==> src/rtl/regfile_arb_pkg.sv <==
// Shared types and constants for the register-file writeback arbiter.
package regfile_arb_pkg;

    localparam int REGF_WIDTH = 32;
    localparam int REG_COUNT  = 32;

    typedef enum logic {
        ARB_NORMAL = 1'b0,
        ARB_FORCE  = 1'b1
    } arb_state_t;

    typedef struct packed {
        logic [4:0]            rd;
        logic [REGF_WIDTH-1:0] data;
    } wb_req_t;

endpackage

==> src/rtl/regfile_wb_arbiter_wb_fifo.sv <==
// wb_fifo: synchronous FIFO of MDU writeback requests (rd + data).
// Pointers carry one extra wrap bit so full/empty need no separate counter.
// Optional macro WBARB_PENDING_MASK_EN builds a per-register "write buffered"
// mask from the live entries; without it the mask output is tied low.
module wb_fifo #(
    parameter int DEPTH  = 4,
    parameter int DATA_W = 32
) (
    input  logic              clk,
    input  logic              rst,
    input  logic              push_i,
    input  logic [4:0]        push_rd_i,
    input  logic [DATA_W-1:0] push_data_i,
    input  logic              pop_i,
    output logic [4:0]        head_rd_o,
    output logic [DATA_W-1:0] head_data_o,
    output logic              full_o,
    output logic              empty_o,
    output logic [31:0]       pending_mask_o
);
    import regfile_arb_pkg::*;

    localparam int AW = $clog2(DEPTH);

    logic [AW:0]       wr_ptr_q, wr_ptr_d;
    logic [AW:0]       rd_ptr_q, rd_ptr_d;
    logic [4:0]        rd_mem_q   [DEPTH];
    logic [DATA_W-1:0] data_mem_q [DEPTH];
    logic              do_push;
    logic              do_pop;

    assign empty_o = (wr_ptr_q == rd_ptr_q);
    assign full_o  = (wr_ptr_q[AW] != rd_ptr_q[AW]) &&
                     (wr_ptr_q[AW-1:0] == rd_ptr_q[AW-1:0]);
    assign do_push = push_i && !full_o;
    assign do_pop  = pop_i && !empty_o;

    // The head is read from storage, so a fresh push is never visible the same cycle.
    assign head_rd_o   = rd_mem_q[rd_ptr_q[AW-1:0]];
    assign head_data_o = data_mem_q[rd_ptr_q[AW-1:0]];

    // Next pointer values from accepted push/pop.
    always_comb begin
        wr_ptr_d = wr_ptr_q;
        rd_ptr_d = rd_ptr_q;
        if (do_push) wr_ptr_d = wr_ptr_q + 1'b1;
        if (do_pop)  rd_ptr_d = rd_ptr_q + 1'b1;
    end

    // Pointer registers; reset empties the FIFO and discards its contents.
    always_ff @(posedge clk or posedge rst) begin
        if (rst) begin
            wr_ptr_q <= '0;
            rd_ptr_q <= '0;
        end else begin
            wr_ptr_q <= wr_ptr_d;
            rd_ptr_q <= rd_ptr_d;
        end
    end

    // Entry storage, written on an accepted push only.
    always_ff @(posedge clk) begin
        if (do_push) begin
            rd_mem_q[wr_ptr_q[AW-1:0]]   <= push_rd_i;
            data_mem_q[wr_ptr_q[AW-1:0]] <= push_data_i;
        end
    end

`ifdef WBARB_PENDING_MASK_EN
    logic [AW:0] count;
    assign count = wr_ptr_q - rd_ptr_q;

    // Mark every register targeted by a live entry; x0 is never pending.
    always_comb begin
        pending_mask_o = '0;
        for (int i = 0; i < DEPTH; i++) begin
            if ((AW+1)'(i) < count)
                pending_mask_o[rd_mem_q[rd_ptr_q[AW-1:0] + AW'(i)]] = 1'b1;
        end
        pending_mask_o[0] = 1'b0;
    end
`else
    assign pending_mask_o = {REG_COUNT{1'b0}};
`endif

endmodule

==> src/rtl/regfile_wb_arbiter.sv <==
// regfile_wb_arbiter: shares the register-file write port between the
// pipeline writeback stage and an MDU whose results queue in wb_fifo.
// The pipeline has priority; after STARVE_LIMIT consecutive losses by a
// non-empty FIFO head, one cycle is forced for the MDU (pipeline stalled).
// All register-file outputs are registered (one-cycle latency).
// Valid/ready: a transfer happens on a cycle where valid and ready are both 1.
// Optional macro: WBARB_PENDING_MASK_EN enables pending_mask decode.
module regfile_wb_arbiter #(
    parameter int REGF_WIDTH   = 32,
    parameter int FIFO_DEPTH   = 4,
    parameter int STARVE_LIMIT = 3
) (
    input  logic                  clk,
    input  logic                  rst,
    input  logic                  pipe_wb_valid,
    input  logic [4:0]            pipe_wb_rd,
    input  logic [REGF_WIDTH-1:0] pipe_wb_data,
    output logic                  pipe_wb_ready,
    input  logic                  mdu_valid,
    input  logic [4:0]            mdu_rd,
    input  logic [REGF_WIDTH-1:0] mdu_data,
    output logic                  mdu_ready,
    output logic                  write_en,
    output logic [4:0]            rsW,
    output logic [REGF_WIDTH-1:0] write_data,
    output logic [31:0]           pending_mask
);
    import regfile_arb_pkg::*;

    localparam int CW = $clog2(STARVE_LIMIT + 1);

    arb_state_t            state_q, state_d;
    logic [CW-1:0]         wait_cnt_q, wait_cnt_d;
    logic                  fifo_pop;
    logic [4:0]            head_rd;
    logic [REGF_WIDTH-1:0] head_data;
    logic                  fifo_full;
    logic                  fifo_empty;
    logic                  grant;
    logic [4:0]            grant_rd;
    logic [REGF_WIDTH-1:0] grant_data;
    logic                  write_en_q, write_en_d;
    logic [4:0]            rsw_q, rsw_d;
    logic [REGF_WIDTH-1:0] write_data_q, write_data_d;

    assign mdu_ready = !fifo_full;

    wb_fifo #(
        .DEPTH  (FIFO_DEPTH),
        .DATA_W (REGF_WIDTH)
    ) u_fifo (
        .clk            (clk),
        .rst            (rst),
        .push_i         (mdu_valid),
        .push_rd_i      (mdu_rd),
        .push_data_i    (mdu_data),
        .pop_i          (fifo_pop),
        .head_rd_o      (head_rd),
        .head_data_o    (head_data),
        .full_o         (fifo_full),
        .empty_o        (fifo_empty),
        .pending_mask_o (pending_mask)
    );

    // Arbitration: pick the winner, count head losses, schedule the forced cycle.
    always_comb begin
        state_d       = state_q;
        wait_cnt_d    = wait_cnt_q;
        pipe_wb_ready = 1'b0;
        fifo_pop      = 1'b0;
        grant         = 1'b0;
        grant_rd      = pipe_wb_rd;
        grant_data    = pipe_wb_data;
        case (state_q)
            ARB_NORMAL: begin
                pipe_wb_ready = 1'b1;
                if (pipe_wb_valid) begin
                    grant = 1'b1;
                    if (!fifo_empty) begin
                        wait_cnt_d = wait_cnt_q + 1'b1;
                        if (wait_cnt_d == CW'(STARVE_LIMIT)) state_d = ARB_FORCE;
                    end else begin
                        wait_cnt_d = '0;
                    end
                end else if (!fifo_empty) begin
                    fifo_pop   = 1'b1;
                    grant      = 1'b1;
                    grant_rd   = head_rd;
                    grant_data = head_data;
                    wait_cnt_d = '0;
                end else begin
                    wait_cnt_d = '0;
                end
            end
            ARB_FORCE: begin
                // Entered only with a non-empty FIFO that has not popped since.
                fifo_pop   = 1'b1;
                grant      = 1'b1;
                grant_rd   = head_rd;
                grant_data = head_data;
                wait_cnt_d = '0;
                state_d    = ARB_NORMAL;
            end
            default: begin
                state_d    = ARB_NORMAL;
                wait_cnt_d = '0;
            end
        endcase
    end

    // Output stage inputs: x0 writes are consumed but never raise write_en.
    always_comb begin
        write_en_d   = grant && (grant_rd != 5'd0);
        rsw_d        = write_en_d ? grant_rd : rsw_q;
        write_data_d = write_en_d ? grant_data : write_data_q;
    end

    // FSM state and starvation counter registers.
    always_ff @(posedge clk or posedge rst) begin
        if (rst) begin
            state_q    <= ARB_NORMAL;
            wait_cnt_q <= '0;
        end else begin
            state_q    <= state_d;
            wait_cnt_q <= wait_cnt_d;
        end
    end

    // Registered register-file write port; reset drops any in-flight write.
    always_ff @(posedge clk or posedge rst) begin
        if (rst) begin
            write_en_q   <= 1'b0;
            rsw_q        <= '0;
            write_data_q <= '0;
        end else begin
            write_en_q   <= write_en_d;
            rsw_q        <= rsw_d;
            write_data_q <= write_data_d;
        end
    end

    assign write_en   = write_en_q;
    assign rsW        = rsw_q;
    assign write_data = write_data_q;

endmodule

==> config.mk <==
export PLATFORM = sky130hd
export DESIGN_NAME = regfile_wb_arbiter
export DESIGN_NICKNAME = d
export VERILOG_FILES = /design/src/rtl/regfile_arb_pkg.sv /design/src/rtl/regfile_wb_arbiter_wb_fifo.sv /design/src/rtl/regfile_wb_arbiter.sv
export SDC_FILE = /design/constraint.sdc
export NUM_CORES = 1
export LEC_CHECK = 0
export ABC_AREA = 1
export BUFFER_PORTS_ARGS = -buffer_cell sky130_fd_sc_hd__buf_4
export CORE_MARGIN = 8
export CORE_UTILIZATION = 40
export DETAILED_ROUTE_END_ITERATION = 10
export GPL_TIMING_DRIVEN = 0
export PLACE_DENSITY_LB_ADDON = 0.08
export SYNTH_ARGS = -nofsm -noshare
export SYNTH_HDL_FRONTEND = slang
export SYNTH_SLANG_ARGS = --single-unit
==> constraint.sdc <==
create_clock -name clk -period 3.9 [get_ports clk]
set_input_delay 0.195 -clock clk [delete_from_list [all_inputs] [get_ports clk]]
set_output_delay 0.195 -clock clk [all_outputs]
set_load 0.005 [all_outputs]
==> results of run 1 <==
[where the power goes]
group / leakage [nW] / total (W) / internal, W / switching (W)
clock: 0.290 / 0.00176 / 0.00101 / 0.000749
combinational: 2.34 / 0.00304 / 0.00121 / 0.00182
sequential: 1.90 / 0.00310 / 0.00286 / 0.000240
total: 4.53 / 0.00789 / 0.00507 / 0.00281
[stage by stage]
step | cell area (µm²) | instances | setup WS [ns] | total power (W) | hold slack [ns]
2_1_floorplan | 8470 | 763 | 0.882 | 0.00495 | 0.294
3_5_place_dp | 9820 | 1160 | 1.47 | 0.00618 | 0.191
5_1_grt | 10800 | 1230 | 1.31 | 0.00843 | 0.114
3_3_place_gp | 9690 | 1155 | -0.822 | 0.00608 | 0.395
4_1_cts | 10800 | 1230 | 1.44 | 0.00798 | 0.0729
6_report | 10800 | 1230 | 1.48 | 0.00789 | 0.0832
[worst max-delay path, stage by stage, from the launching register on]
cell and delay, ns:
dfrtp_1 0.51, inv_2 0.16, nand2_1 0.11, nand2_2 0.08, nand4_1 0.12, nand2_1 0.29
nor2_4 0.53, buf_12 0.28
[sequential cells by signal, indices dropped and copies added, names as in the netlist]
signal,flops
u_fifo.data_mem_q,128
write_data,32
u_fifo.rd_mem_q,20
rsW,5
u_fifo.rd_ptr_q,3
u_fifo.wr_ptr_q,3
wait_cnt_q,2
state_q,1
write_en,1
[what timing repair did]
action                    in CTS  in global routing
hold endpoints to repair     160                  0
buffers inserted               0                  0
hold buffers                  38                  0
gates resized for setup        0                  0
[area by class of cell]
cell class | instances | area share [%]
clock buffers | 18 | 3.98
clock inverters | 14 | 1.48
plain buffers | 72 | 4.37
well taps | 275 | 3.19
inverters | 35 | 1.22
flip-flops and latches | 195 | 52.1
multi-input cells | 461 | 21.1
repair buffers | 160 | 12.6
[worst min path at each step]
stage             startpoint                      end  cells past startpoint
2_1_floorplan    mdu_data[0]  u_fifo.data_mem_q[0][0]                      0
3_3_place_gp       mdu_rd[2]    u_fifo.rd_mem_q[3][2]                      1
3_5_place_dp             rst            write_data[7]                      2
4_1_cts        pipe_wb_valid                  state_q                      3
5_1_grt        pipe_wb_valid            wait_cnt_q[1]                      3
6_report       pipe_wb_valid                  state_q                      3
[cell usage after synthesis (all sizes together)]
master and count:
nand2 210, edfxtp 148, a21oi 66, buf 63, nand3 50, nor2 50
dfrtp 47, inv 35, a32o 32, clkbuf 9, ha 6, o21ai 5
xor2 4, nand4 2, o211ai 2, conb 1, nand3b 1, o21bai 1
[layer usage]
metal	routed length, µm	vias up
met1	9670	2791
met2	10400	191
met5	0	-
li1	-	2880
met3	1300	11
met4	201	0
[cells by family after synthesis]
logic type      synth area share, %
other cells                  0.0449
fa+ha+maj                     0.898
simple gates                   15.7
flops                          67.3
compound gates                 8.49
buf+inv                        7.22
xor+xnor                      0.419
==> flow_metrics.tcl, run 1 <==
set metrics [dict create \
    tightest_slew_ns 0.706 \
    dp_hpwl_mm 14.5 \
    numCtsBuffers 17 \
    multi_input_area_um2 2280 \
    grt_pass1_wl_mm 33.7 \
    ys_seq_area_share_pct 67.3 \
    fmax_mhz 414 \
    final_common_cell "nand2_1" \
    cts_tree "done" \
    cts-root-buf "clkbuf_16" \
    startpoint_type "register" \
    globalplace.congestion 0.735 \
    relSlewSlack_pct 52.9 \
    final.setup.tns_ns 0 \
    rr_startpoint "u_fifo.rd_ptr_q[1]" \
    worst_setup_path_end_kind "register" \
    grt_use_met2_pct 28.2 \
    grt_util_met1_pct 21.6 \
    nets 1026 \
    ant_nets 0 \
    cts_max_path_buffers 2 \
    overflow 0 \
    grt_max_degree 36 \
    clk_latency_ns 0.43 \
    worstSetupStartpoint "u_fifo.rd_ptr_q[1]" \
    core-area_um2 20800 \
    routed_wl_mm 21.6 \
    rsz0062_at_grt "false" \
    max-vdd-ir-drop_v 0.000345 \
    crit_arrival_ns 2.54 \
    cp_max_fo 26 \
    drtIter0Drc 357 \
    setup_viol 0 \
    regToRegEndpoint "u_fifo.data_mem_q[3][10]" \
    yosysWarningCount 0 \
    dieArea_um2 25800 \
    io_pins 150 \
    routedWlPerCell_um 17.6 \
    fin_util_pct 52.0 \
    start_util_pct 40.3 \
    crit_type "register to register" \
    final.period_utilization_pct 62.0 \
    slew_viol_final 0 \
    maxCapViolCount 0 \
    rows 53 \
    p_per_area_nw_per_um2 731 \
    grt_busiest_layer "met2" \
    fp.dieW_um 161 \
    dr.pass1.iters 5 \
    final_cell_mix "196 x nand2_1, 151 x buf_4, 148 x edfxtp_1" \
    hold_class "primary input to register" \
    globalRouteMet3Util_pct 4.17 \
    htreeDepth 4 \
    fillerInstances 1875 \
    register_area_um2 5620 \
    synth_top_area_cell "edfxtp_1" \
    die_h_um 161 \
    fin_skew_ns 0.0112 \
    antenna_found_initial 0 \
    endpoint "u_fifo.data_mem_q[3][10]" \
    critical_path_required_ns 4.02 \
    ys_ff_latch 195 \
    synthCells 732 \
    drive_gt1_share_pct 24.8 \
    drc 0 \
    vias 5873 \
    p_leak_nw 4.53 \
    synth.area.top_cells "edfxtp_1 53%, dfrtp_1 14%, nand2_1 8.8%, a21oi_1 4.0%, a32o_1 3.8%" \
    synth_top_area_share_pct 53.2 \
    diodes 0 \
    cts.clk_slew.worst_paths_ns 0.07 \
    r2r_slack_ns 1.48 \
    worst-r2r-cell-count 7 \
    via_per_inst 4.77 \
    syn_avg_cell_area_um2 11.4 \
    min_period_ns 2.42 \
    io_buffer_count 117 \
    grt_use_total_pct 16.9 \
    synth.cell_area_um2 8360 \
    grt_pass1_vias 6073 \
    cts_sinks 195 \
    synth_cell_types 28 \
    outcome "finished clean" \
    syn_to_final_growth_pct 29.2 \
    final_hold_viol_count 0 \
]
Power figures use the tool's default switching activity.
==> run 2, diff against run 1 <==
Clock period 3.9 ns to 2.2 ns, I/O delays scaled along.
==> run 2 against run 1 <==
Total power grew 81%. Global-route usage grew 0.55 points. Via count grew 2.1%. Critical path type unchanged.
==> flow_metrics.tcl, run 2 (synthesis results as in run 1) <==
set metrics [dict create \
    outcome "finished clean" \
    dr.pass1.iters 5 \
    final_cell_mix "195 x nand2_1, 156 x buf_4, 148 x edfxtp_1" \
    rsz0062_at_grt "false" \
    drive_gt1_share_pct 27.0 \
    final_hold_viol_count 0 \
    grt_pass1_vias 6351 \
    final.setup.tns_ns 0 \
    drc 0 \
    cts.clk_slew.worst_paths_ns 0.07 \
    worstSetupStartpoint "u_fifo.rd_ptr_q[1]" \
    antenna_found_initial 0 \
    critical_path_required_ns 2.52 \
    crit_arrival_ns 2.37 \
    tightest_slew_ns 0.602 \
    diodes 0 \
    fin_util_pct 52.9 \
    routed_wl_mm 22.1 \
    cts-root-buf "clkbuf_16" \
    dpl_worst_slack_ns -0.414 \
    seqPwrFrac_pct 38.4 \
    grt_max_degree 32 \
    place_area_um2 9840 \
    startpoint_type "register" \
    hold_class "primary input to register" \
    dieArea_um2 25800 \
    worst_slack_ns 0.158 \
    fin_skew_ns 0.0104 \
    p_per_area_nw_per_um2 1300 \
    setup_viol 0 \
    cts_max_path_buffers 2 \
    fmax_mhz 490 \
    endpoint "write_data[17]" \
    r2r_slack_ns 0.16 \
    final.period_utilization_pct 92.8 \
    clk_latency_ns 0.44 \
    worst-r2r-cell-count 13 \
    clkPwrFrac_pct 21.7 \
    io_pins 150 \
    relSlewSlack_pct 59.9 \
    p_leak_nw 4.61 \
    worst_setup_path_end_kind "register" \
    nets 1038 \
    final_common_cell "nand2_1" \
    via_per_inst 4.83 \
    grt_use_total_pct 17.5 \
    routedWlPerCell_um 17.8 \
    min_period_ns 2.04 \
    largest_reg_flops 128 \
    htreeDepth 4 \
    die_h_um 161 \
    power_w 0.0143 \
    maxCapViolCount 0 \
    switching_share_pct 36.2 \
    combinationalPowerShare_pct 39.9 \
    io_buffer_count 117 \
    grt_pass1_wl_mm 34.8 \
    numCtsBuffers 17 \
    overflow 0 \
    cts_tree "done" \
    rows 53 \
    regToRegEndpoint "write_data[17]" \
    syn_to_final_growth_pct 31.5 \
    max-vdd-ir-drop_v 0.000627 \
    power.switching_w 0.00517 \
    slew_viol_final 0 \
    crit_type "register to register" \
    dp_hpwl_mm 14.7 \
    core-area_um2 20800 \
    drtIter0Drc 386 \
    start_util_pct 40.3 \
    ant_nets 0 \
    globalplace.congestion 0.751 \
    vias 5995 \
    rr_startpoint "u_fifo.rd_ptr_q[1]" \
    final_area_um2 11000 \
    p_int_w 0.00911 \
    cp_max_fo 10 \
    fp.dieW_um 161 \
    cts_sinks 195 \
]
[run 2: repair_timing]
item | 4_1_cts | 5_1_grt
pin swaps | 5 | 1
gates cloned | 2 | 0
buffers inserted | 6 | 3
hold buffers | 39 | 0
endpoints found under the setup margin | 166 | 93
endpoints found under the hold margin | 167 | 0
gates resized for setup | 6 | 14
[run 2: power by group through the flow]
stage	Sequential, W	Combinational [W]	Clock (W)
finish	0.00548	0.00569	0.00310
CTS	0.00549	0.00572	0.00315
global placement	0.00555	0.00526	0
floorplan	0.00552	0.00326	0
detailed placement	0.00556	0.00545	0
global route	0.00558	0.00635	0.00327
[run 2: critical path: stages, from the launching register on]
cell and delay [ns]:
dfrtp_2 0.46, inv_4 0.13, nand2_1 0.08, nand2_2 0.10, nand3_4 0.10, nand2_4 0.11, nand3_1 0.08, nand2_1 0.14
nand2_1 0.08, nor2_1 0.13, nand2_2 0.16, buf_6 0.19, nand3_1 0.10, nand2_1 0.07
[run 2: routing by layer]
metal	track usage, %	vias up	share of wire, %
li1	-	2905	-
met1	22.5	2903	46
met2	28.7	165	48
met3	4.35	22	5.0
met4	4.89	0	1.2
met5	0	-	0
[run 2: stage by stage]
step | hold WS [ns] | cells
after floorplan | 0.209 | 763
after global placement | 0.310 | 1155
after detailed placement | 0.135 | 1160
after CTS | 0.0378 | 1239
after global routing | 0.0574 | 1242
final | 0.0466 | 1242
[run 2: worst min path at each step]
stage,to,start,cells after the start,slack [ns]
after CTS,rsW[2],pipe_wb_rd[2],5,0.04
after global placement,u_fifo.data_mem_q[1][23],mdu_data[23],1,0.31
after detailed placement,rsW[4],rst,2,0.14
after global routing,rsW[2],pipe_wb_rd[2],5,0.06
final,rsW[2],pipe_wb_rd[2],5,0.05
after floorplan,u_fifo.data_mem_q[0][0],mdu_data[0],0,0.21
[run 2: cell type report]
| cell class | count | area (µm²) |
|---|---|---|
| Clock buffer | 19 | 443 |
| Sequential cell | 195 | 5620 |
| Timing Repair Buffer | 170 | 1500 |
| Multi-Input combinational cell | 463 | 2300 |
| Buffer | 72 | 487 |
| Clock inverter | 13 | 149 |
| Tap cell | 275 | 344 |
| Inverter | 35 | 134 |
| Fill cell | 1858 | 9770 |
